==> src/rtl/bp_be_retire_collector_if.sv <==
// ============================================================================
// Module   : bp_be_retire_collector_if
// Purpose  : Issue / retire / retire-packet bundle between dispatch, the
//            retire collector and the CSR unit.
// Revision : 1.0 - initial release
// ============================================================================
`default_nettype none

interface bp_be_retire_collector_if
  #(parameter int lanes_p       = 2
  , parameter int vaddr_width_p = 39
  , parameter int instr_width_p = 32
  , parameter int dword_width_p = 64
  , parameter int exc_width_p   = 16
  , parameter int cnt_width_p   = 64
  );

  // Issue side (stage 0 capture)
  logic                               flush_i;
  logic [lanes_p-1:0]                 issue_v_i;
  logic [lanes_p*vaddr_width_p-1:0]   issue_pc_i;
  logic [lanes_p*instr_width_p-1:0]   issue_instr_i;
  logic [lanes_p*dword_width_p-1:0]   issue_rs1_i;
  logic [lanes_p*dword_width_p-1:0]   issue_imm_i;

  // Retire requests, aligned to stage 1
  logic [lanes_p-1:0]                 retire_v_i;
  logic [lanes_p*exc_width_p-1:0]     retire_exception_i;

  // Retire packets
  logic [lanes_p-1:0]                 ret_v_o;
  logic [lanes_p-1:0]                 ret_instret_o;
  logic [lanes_p*vaddr_width_p-1:0]   ret_pc_o;
  logic [lanes_p*vaddr_width_p-1:0]   ret_npc_o;
  logic [lanes_p*vaddr_width_p-1:0]   ret_vaddr_o;
  logic [lanes_p*instr_width_p-1:0]   ret_instr_o;
  logic [lanes_p*exc_width_p-1:0]     ret_exception_o;
  logic [cnt_width_p-1:0]             instret_cnt_o;
  logic                               order_err_o;

  modport master
    (output flush_i, issue_v_i, issue_pc_i, issue_instr_i, issue_rs1_i, issue_imm_i
    ,output retire_v_i, retire_exception_i
    ,input  ret_v_o, ret_instret_o, ret_pc_o, ret_npc_o, ret_vaddr_o, ret_instr_o
    ,input  ret_exception_o, instret_cnt_o, order_err_o
    );

  modport slave
    (input  flush_i, issue_v_i, issue_pc_i, issue_instr_i, issue_rs1_i, issue_imm_i
    ,input  retire_v_i, retire_exception_i
    ,output ret_v_o, ret_instret_o, ret_pc_o, ret_npc_o, ret_vaddr_o, ret_instr_o
    ,output ret_exception_o, instret_cnt_o, order_err_o
    );

endinterface

`default_nettype wire

==> src/rtl/bp_be_retire_collector.sv <==
// ============================================================================
// Module   : bp_be_retire_collector
// Purpose  : N-lane retire packet builder. Delays each issued group two
//            cycles to line up with commit, kills lanes younger than an
//            excepting lane, chains npc across lanes and groups and keeps a
//            running instret count.
// Options  : BP_BE_RETIRE_RVC_EN - fallthrough is +2 for compressed instrs
// Revision : 1.0 - initial release
// ============================================================================
`default_nettype none

module bp_be_retire_collector
  #(parameter int lanes_p       = 2
  , parameter int vaddr_width_p = 39
  , parameter int instr_width_p = 32
  , parameter int dword_width_p = 64
  , parameter int exc_width_p   = 16
  , parameter int cnt_width_p   = 64
  )
  (input  logic                         clk_i
  ,input  logic                         reset_i
  ,bp_be_retire_collector_if.slave      bus
  );

  localparam int c_pop_w = $clog2(lanes_p + 1);

  typedef logic [vaddr_width_p-1:0] vaddr_t;
  typedef logic [instr_width_p-1:0] instr_t;
  typedef logic [exc_width_p-1:0]   exc_t;

  // Pipeline state
  logic   [lanes_p-1:0] r_s0_v, r_s1_v;
  vaddr_t [lanes_p-1:0] r_s0_pc, r_s1_pc;
  vaddr_t [lanes_p-1:0] r_s0_vaddr, r_s1_vaddr;
  instr_t [lanes_p-1:0] r_s0_instr, r_s1_instr;
  logic [cnt_width_p-1:0] r_instret_cnt;
  logic                   r_order_err;

  // Combinational
  vaddr_t [lanes_p-1:0] w_issue_vaddr;
  exc_t   [lanes_p-1:0] w_exc;
  logic   [lanes_p-1:0] w_eff_v;
  logic   [lanes_p-1:0] w_instret;
  logic                 w_kill;
  logic   [lanes_p-1:0] w_s0_vis;
  vaddr_t               w_s0_npc;
  vaddr_t [lanes_p-1:0] w_fall;
  vaddr_t [lanes_p-1:0] w_npc;
  vaddr_t [lanes_p-1:0] w_ret_pc, w_ret_npc, w_ret_vaddr;
  instr_t [lanes_p-1:0] w_ret_instr;
  exc_t   [lanes_p-1:0] w_ret_exc;
  logic   [c_pop_w-1:0] w_pop;
  logic                 w_err;
  logic                 w_hole;

  assign w_exc = bus.retire_exception_i;

  // Effective address per lane; only the low vaddr bits are architectural
  for (genvar k = 0; k < lanes_p; k++) begin : g_vaddr
    logic [dword_width_p-vaddr_width_p-1:0] w_sum_unused;
    assign {w_sum_unused, w_issue_vaddr[k]} =
        bus.issue_rs1_i[k*dword_width_p +: dword_width_p]
      + bus.issue_imm_i[k*dword_width_p +: dword_width_p];
  end

  // Stage 0: capture the issued group every cycle
  always_ff @(posedge clk_i) begin
    if (reset_i) begin
      r_s0_v     <= '0;
      r_s0_pc    <= '0;
      r_s0_instr <= '0;
      r_s0_vaddr <= '0;
    end else begin
      r_s0_v     <= bus.issue_v_i;
      r_s0_pc    <= bus.issue_pc_i;
      r_s0_instr <= bus.issue_instr_i;
      r_s0_vaddr <= w_issue_vaddr;
    end
  end

  // Stage 1: copy stage 0, dropping its valids when the group is flushed
  always_ff @(posedge clk_i) begin
    if (reset_i) begin
      r_s1_v     <= '0;
      r_s1_pc    <= '0;
      r_s1_instr <= '0;
      r_s1_vaddr <= '0;
    end else begin
      r_s1_v     <= bus.flush_i ? '0 : r_s0_v;
      r_s1_pc    <= r_s0_pc;
      r_s1_instr <= r_s0_instr;
      r_s1_vaddr <= r_s0_vaddr;
    end
  end

  // In-order qualification: an excepting lane kills every younger lane
  always_comb begin
    w_kill    = 1'b0;
    w_eff_v   = '0;
    w_instret = '0;
    for (int k = 0; k < lanes_p; k++) begin
      w_eff_v[k]   = bus.retire_v_i[k] & r_s1_v[k] & ~w_kill;
      w_instret[k] = w_eff_v[k] & ~(|w_exc[k]);
      w_kill       = w_kill | (w_eff_v[k] & (|w_exc[k]));
    end
  end

  // Sequential fallthrough pc per lane
  always_comb begin
    w_fall = '0;
    for (int k = 0; k < lanes_p; k++) begin
`ifdef BP_BE_RETIRE_RVC_EN
      w_fall[k] = r_s1_pc[k] + ((r_s1_instr[k][1:0] != 2'b11) ? vaddr_t'(2) : vaddr_t'(4));
`else
      w_fall[k] = r_s1_pc[k] + vaddr_t'(4);
`endif
    end
  end

  // npc: next younger valid stage-1 lane, else oldest live stage-0 lane,
  // else fallthrough. A group being flushed never supplies an npc.
  always_comb begin
    w_s0_vis = r_s0_v & {lanes_p{~bus.flush_i}};
    w_s0_npc = '0;
    for (int j = lanes_p - 1; j >= 0; j--) begin
      if (w_s0_vis[j]) w_s0_npc = r_s0_pc[j];
    end
    w_npc = '0;
    for (int k = 0; k < lanes_p; k++) begin
      w_npc[k] = (|w_s0_vis) ? w_s0_npc : w_fall[k];
      for (int j = lanes_p - 1; j >= 0; j--) begin
        if ((j > k) && r_s1_v[j]) w_npc[k] = r_s1_pc[j];
      end
    end
  end

  // Retire packet fields are zero on lanes that do not retire
  always_comb begin
    w_ret_pc    = '0;
    w_ret_npc   = '0;
    w_ret_vaddr = '0;
    w_ret_instr = '0;
    w_ret_exc   = '0;
    for (int k = 0; k < lanes_p; k++) begin
      if (w_eff_v[k]) begin
        w_ret_pc[k]    = r_s1_pc[k];
        w_ret_npc[k]   = w_npc[k];
        w_ret_vaddr[k] = r_s1_vaddr[k];
        w_ret_instr[k] = r_s1_instr[k];
        w_ret_exc[k]   = w_exc[k];
      end
    end
  end

  // Number of instructions retiring cleanly this cycle
  always_comb begin
    w_pop = '0;
    for (int k = 0; k < lanes_p; k++) begin
      w_pop = w_pop + c_pop_w'(w_instret[k]);
    end
  end

  // Running instret count, wraps naturally
  always_ff @(posedge clk_i) begin
    if (reset_i) r_instret_cnt <= '0;
    else         r_instret_cnt <= r_instret_cnt + cnt_width_p'(w_pop);
  end

  // Protocol violation: retire on an empty lane, or past an older valid
  // lane that is not retiring
  always_comb begin
    w_err  = 1'b0;
    w_hole = 1'b0;
    for (int k = 0; k < lanes_p; k++) begin
      if (bus.retire_v_i[k] & (~r_s1_v[k] | w_hole)) w_err = 1'b1;
      w_hole = w_hole | (r_s1_v[k] & ~bus.retire_v_i[k]);
    end
  end

  // Sticky error flag, cleared only by reset
  always_ff @(posedge clk_i) begin
    if (reset_i)    r_order_err <= 1'b0;
    else if (w_err) r_order_err <= 1'b1;
  end

  assign bus.ret_v_o         = w_eff_v;
  assign bus.ret_instret_o   = w_instret;
  assign bus.ret_pc_o        = w_ret_pc;
  assign bus.ret_npc_o       = w_ret_npc;
  assign bus.ret_vaddr_o     = w_ret_vaddr;
  assign bus.ret_instr_o     = w_ret_instr;
  assign bus.ret_exception_o = w_ret_exc;
  assign bus.instret_cnt_o   = r_instret_cnt;
  assign bus.order_err_o     = r_order_err;

endmodule

`default_nettype wire

==> src/flat_wrapper.sv <==
// flat-port wrapper written by rule: the top's interface ports become plain ports
module bp_be_retire_collector_flat 
#(parameter int lanes_p       = 2
  , parameter int vaddr_width_p = 39
  , parameter int instr_width_p = 32
  , parameter int dword_width_p = 64
  , parameter int exc_width_p   = 16
  , parameter int cnt_width_p   = 64
  )
  (clk_i, reset_i, bus_flush_i, bus_issue_v_i, bus_issue_pc_i, bus_issue_instr_i, bus_issue_rs1_i, bus_issue_imm_i, bus_retire_v_i, bus_retire_exception_i, bus_ret_v_o, bus_ret_instret_o, bus_ret_pc_o, bus_ret_npc_o, bus_ret_vaddr_o, bus_ret_instr_o, bus_ret_exception_o, bus_instret_cnt_o, bus_order_err_o);
  bp_be_retire_collector_if #(.lanes_p(lanes_p), .vaddr_width_p(vaddr_width_p), .instr_width_p(instr_width_p), .dword_width_p(dword_width_p), .exc_width_p(exc_width_p), .cnt_width_p(cnt_width_p)) bus_i ();
  input  logic clk_i;
  input  logic reset_i;
  input wire logic [$bits(bus_i.flush_i)-1:0] bus_flush_i;
  input wire logic [$bits(bus_i.issue_v_i)-1:0] bus_issue_v_i;
  input wire logic [$bits(bus_i.issue_pc_i)-1:0] bus_issue_pc_i;
  input wire logic [$bits(bus_i.issue_instr_i)-1:0] bus_issue_instr_i;
  input wire logic [$bits(bus_i.issue_rs1_i)-1:0] bus_issue_rs1_i;
  input wire logic [$bits(bus_i.issue_imm_i)-1:0] bus_issue_imm_i;
  input wire logic [$bits(bus_i.retire_v_i)-1:0] bus_retire_v_i;
  input wire logic [$bits(bus_i.retire_exception_i)-1:0] bus_retire_exception_i;
  output wire logic [$bits(bus_i.ret_v_o)-1:0] bus_ret_v_o;
  output wire logic [$bits(bus_i.ret_instret_o)-1:0] bus_ret_instret_o;
  output wire logic [$bits(bus_i.ret_pc_o)-1:0] bus_ret_pc_o;
  output wire logic [$bits(bus_i.ret_npc_o)-1:0] bus_ret_npc_o;
  output wire logic [$bits(bus_i.ret_vaddr_o)-1:0] bus_ret_vaddr_o;
  output wire logic [$bits(bus_i.ret_instr_o)-1:0] bus_ret_instr_o;
  output wire logic [$bits(bus_i.ret_exception_o)-1:0] bus_ret_exception_o;
  output wire logic [$bits(bus_i.instret_cnt_o)-1:0] bus_instret_cnt_o;
  output wire logic [$bits(bus_i.order_err_o)-1:0] bus_order_err_o;
  assign bus_i.flush_i = bus_flush_i;
  assign bus_i.issue_v_i = bus_issue_v_i;
  assign bus_i.issue_pc_i = bus_issue_pc_i;
  assign bus_i.issue_instr_i = bus_issue_instr_i;
  assign bus_i.issue_rs1_i = bus_issue_rs1_i;
  assign bus_i.issue_imm_i = bus_issue_imm_i;
  assign bus_i.retire_v_i = bus_retire_v_i;
  assign bus_i.retire_exception_i = bus_retire_exception_i;
  assign bus_ret_v_o = bus_i.ret_v_o;
  assign bus_ret_instret_o = bus_i.ret_instret_o;
  assign bus_ret_pc_o = bus_i.ret_pc_o;
  assign bus_ret_npc_o = bus_i.ret_npc_o;
  assign bus_ret_vaddr_o = bus_i.ret_vaddr_o;
  assign bus_ret_instr_o = bus_i.ret_instr_o;
  assign bus_ret_exception_o = bus_i.ret_exception_o;
  assign bus_instret_cnt_o = bus_i.instret_cnt_o;
  assign bus_order_err_o = bus_i.order_err_o;
  bp_be_retire_collector #(.lanes_p(lanes_p), .vaddr_width_p(vaddr_width_p), .instr_width_p(instr_width_p), .dword_width_p(dword_width_p), .exc_width_p(exc_width_p), .cnt_width_p(cnt_width_p)) u_core (.clk_i(clk_i), .reset_i(reset_i), .bus(bus_i));
endmodule
==> config.mk <==
export PLATFORM = sky130hd
export DESIGN_NAME = bp_be_retire_collector_flat
export DESIGN_NICKNAME = d
export VERILOG_FILES = /design/src/rtl/bp_be_retire_collector_if.sv /design/src/rtl/bp_be_retire_collector.sv /design/src/flat_wrapper.sv
export SDC_FILE = /design/constraint.sdc
export NUM_CORES = 1
export LEC_CHECK = 0
export ABC_AREA = 0
export CELL_PAD_IN_SITES_DETAIL_PLACEMENT = 0
export CELL_PAD_IN_SITES_GLOBAL_PLACEMENT = 1
export CORE_AREA = 2 2 329 331
export DETAILED_ROUTE_END_ITERATION = 10
export DIE_AREA = 0 0 331 333
export PLACE_DENSITY_LB_ADDON = 0.2
export SLEW_MARGIN = 20
export SYNTH_ARGS = -nofsm -noshare
export SYNTH_HDL_FRONTEND = slang
export SYNTH_SLANG_ARGS = --single-unit
==> constraint.sdc <==
create_clock -name clk_i -period 6.11 [get_ports clk_i]
set_clock_uncertainty 0.1 [all_clocks]
set_input_delay 1.222 -clock clk_i [delete_from_list [all_inputs] [get_ports clk_i]]
set_output_delay 1.222 -clock clk_i [all_outputs]
set_load 0.1 [all_outputs]
==> impl_metrics.json <==
{
  "yosysMostFrequentCell": "dfxtp_1",
  "crit_end": "bus_ret_vaddr_o[60]",
  "place.gp.congestion": 0.820,
  "drive_gt1_frac": 0.138,
  "tightest_slew_ns": 1.10,
  "cts.hold.buffers_added": 0,
  "numCtsBuffers": 68,
  "crit_fanout": 114,
  "synth_nets": 3158,
  "dieArea_um2": 110000,
  "synth_area_per_cell_um2": 8.78,
  "wire_per_inst_um": 20.3,
  "leakagePower_uw": 0.0145,
  "rows": 120,
  "grt_max_degree": 137,
  "grt_pass1_vias": 20900,
  "die_h_um": 333,
  "antenna_found_initial": 19,
  "final_hold_viol_count": 0,
  "yosys_warnings": 0,
  "vias": 20700,
  "yosysSeqAreaShare": 0.440,
  "core_um2": 107000,
  "synth_ff_type": "dfxtp_1",
  "cts.clk_slew.worst_paths_ns": 0.06,
  "synth_edf_count": 0,
  "synthTopCellsByCount": "dfxtp_1, nor2b_1, nor2_1",
  "clock_latency_ns": 0.63,
  "fin_crit_sh": 0.875,
  "first_iter_violations": 879,
  "setup_viol": 0,
  "max-cap-violations": 0,
  "worst_slew_margin_rel": 0.262,
  "synth.cell_area_um2": 23200,
  "irDropWorstVdd_mv": 0.163,
  "ys_seq_elements": 509,
  "cts.sinks": 509,
  "firstDrtPassIters": 5,
  "period_needed_ns": 5.35,
  "grt_pass1_wl_um": 140000,
  "io_buffers": 735,
  "postRouteAntennaNets": 0,
  "syn_to_final_growth_pct": 54.7,
  "grt.overflow.total": 0,
  "hp-class": "flip-flop to flip-flop",
  "seq_area_um2": 10200,
  "cp-end-kind": "output port",
  "crit_path_start": "bus_retire_exception_i[8]",
  "whs_ns": 0.317,
  "cp-start-kind": "input port",
  "async_flop_share": 0,
  "via_per_inst": 4.32,
  "grt_use_total": 0.170,
  "timing.fmax_ghz": 0.187,
  "dp_hpwl_um": 73600,
  "cts_resized": 0,
  "synthTopCellsByArea": "dfxtp_1, nor2b_1, and3_1",
  "r2r_slack_ns": 2.08,
  "post_cts_buffers": 0,
  "reg2regPathDepth": 18,
  "boundaryPins": 836,
  "routed_wl_um": 97100,
  "multi_input_area_um2": 12300,
  "yosys.area.top_type_share": 0.440,
  "clock_path_buffers": 3,
  "worstReg2RegStart": "u_core.r_s1_v[0]",
  "fp.dieW_um": 331,
  "crit_required_ns": 4.79,
  "yosysTopAreaCell": "dfxtp_1",
  "r2r-end": "u_core.bus.instret_cnt_o[60]",
  "report.final.slew_viol_count": 0,
  "finalNetCount": 3847,
  "status": "finished clean",
  "synth_cells": 2639,
  "rsz0062_at_grt": "no",
  "cts-root-buf": "clkbuf_16",
  "power_density_nw_per_um2": 250,
  "remaining_drc_errors": 0,
  "start_util": 0.217,
  "tns_ns": 0,
  "cts_max_level": 3,
  "cts_tree": "built",
  "yosysUniqueCellTypes": 67,
  "fill_cells": 11100,
  "worstPathArrival_ns": 4.03,
  "path_class": "input port to output port"
}
[logic make-up (layout without fill, tap and decap cells)]
| logic type | after synthesis | in the layout | share of synthesized area |
|---|---|---|---|
| xor gates and xnor gates | 169 | 169 | 0.0639 |
| and+or+nand+nor | 1270 | 1270 | 0.302 |
| other | 0 | 9 | 0 |
| muxes | 3 | 3 | 0.00140 |
| AOI/OAI and AO/OA | 429 | 429 | 0.118 |
| DFF | 509 | 509 | 0.440 |
| adders and majority gates | 82 | 82 | 0.0452 |
| buffers and inverters | 177 | 915 | 0.0290 |
[final cells by class]
type | instances | area share
multi-input cells | 1953 | 0.344
flip-flops and latches | 509 | 0.284
repair buffers | 774 | 0.254
clock buffers | 85 | 0.0521
well taps | 1403 | 0.0490
clock inverters | 34 | 0.0132
inverters | 22 | 0.00237
diodes | 9 | 0.000628
[where the power goes]
group / switching [uW] / total (uW) / leakage (uW) / internal, uW
Combinational: 624 / 1170 / 0.00914 / 549
Sequential: 79.4 / 3600 / 0.00420 / 3520
Clock: 1640 / 4200 / 0.00117 / 2560
Total: 2340 / 8980 / 0.0145 / 6630
[registers in the layout, summed over array words and instances, names as in the netlist]
register	flops
u_core.r_s0_pc	78
u_core.r_s0_vaddr	78
u_core.r_s1_pc	78
u_core.r_s1_vaddr	78
u_core.bus.instret_cnt_o	64
u_core.r_s0_instr	64
u_core.r_s1_instr	64
u_core.r_s0_v	2
u_core.r_s1_v	2
u_core.bus.order_err_o	1
[metrics by stage]
stage / setup slack, ns / util / instances / cell area, um^2 / power [uW]
final: 0.761 / 0.336 / 4789 / 35800 / 8980
after global routing: 0.505 / 0.336 / 4782 / 35800 / 9390
after CTS: 0.531 / 0.336 / 4780 / 35800 / 9140
after detailed placement: 0.257 / 0.314 / 4661 / 33500 / 4860
after global placement: 0.334 / 0.314 / 4661 / 33500 / 4860
after floorplan: 0.191 / - / 2639 / 23200 / 4350
[worst min path at each step]
| stage | cells past startpoint | end | slack (ns) | startpoint |
|---|---|---|---|---|
| 2_1_floorplan | 1 | u_core.r_s1_instr[0] | 0.31 | u_core.r_s0_instr[0] |
| 3_3_place_gp | 1 | u_core.r_s1_vaddr[5] | 0.32 | u_core.r_s0_vaddr[5] |
| 3_5_place_dp | 1 | u_core.r_s1_instr[48] | 0.32 | u_core.r_s0_instr[48] |
| 4_1_cts | 1 | u_core.r_s1_instr[21] | 0.32 | u_core.r_s0_instr[21] |
| 5_1_grt | 1 | u_core.r_s1_instr[54] | 0.35 | u_core.r_s0_instr[54] |
| 6_report | 1 | u_core.r_s1_instr[21] | 0.32 | u_core.r_s0_instr[21] |
[worst max-delay path: stages]
cell             delay [ns]
clkdlybuf4s50_1        0.43
nor4_1                 0.37
nand4_1                0.32
buf_4                  0.27
nand2_1                0.07
nand3_1                0.14
inv_4                  0.08
buf_4                  0.12
buf_12                 0.32
and2_1                 0.30
buf_12                 0.19
[cells in the final DEF (no fill, tap or decap), types with 9 or more instances in the layout]
master             n
nand2_1          147
xnor2_1           77
o21ai_0           76
buf_4            151
clkinv_2          16
buf_12           174
clkbuf_16         68
or3_1             17
nor2b_1          384
xor2_1            92
o22ai_1           31
bufinv_16          9
diode_2            9
dfxtp_1          507
nor2_1           215
nand4_1           31
nor3_1            28
o21ai_1           11
a211oi_1          49
a31oi_1           13
and4_1            15
and3_1           170
clkdlybuf4s50_1  448
nor4_1             9
a21oi_1          123
nand2b_1          12
and2_1           141
o21a_1            11
inv_1             21
a21o_1            47
clkbuf_8          10
ha_1              79
nand3_1           74
[routing by layer]
layer,vias up,global-route usage,part of all wire
met2,624,0.298,0.49
met4,18,0.0492,0.026
li1,10400,-,-
met1,9553,0.194,0.40
met3,138,0.0577,0.082
met5,-,0,0.0011
Note: power is estimated with default switching activity, not from simulation.
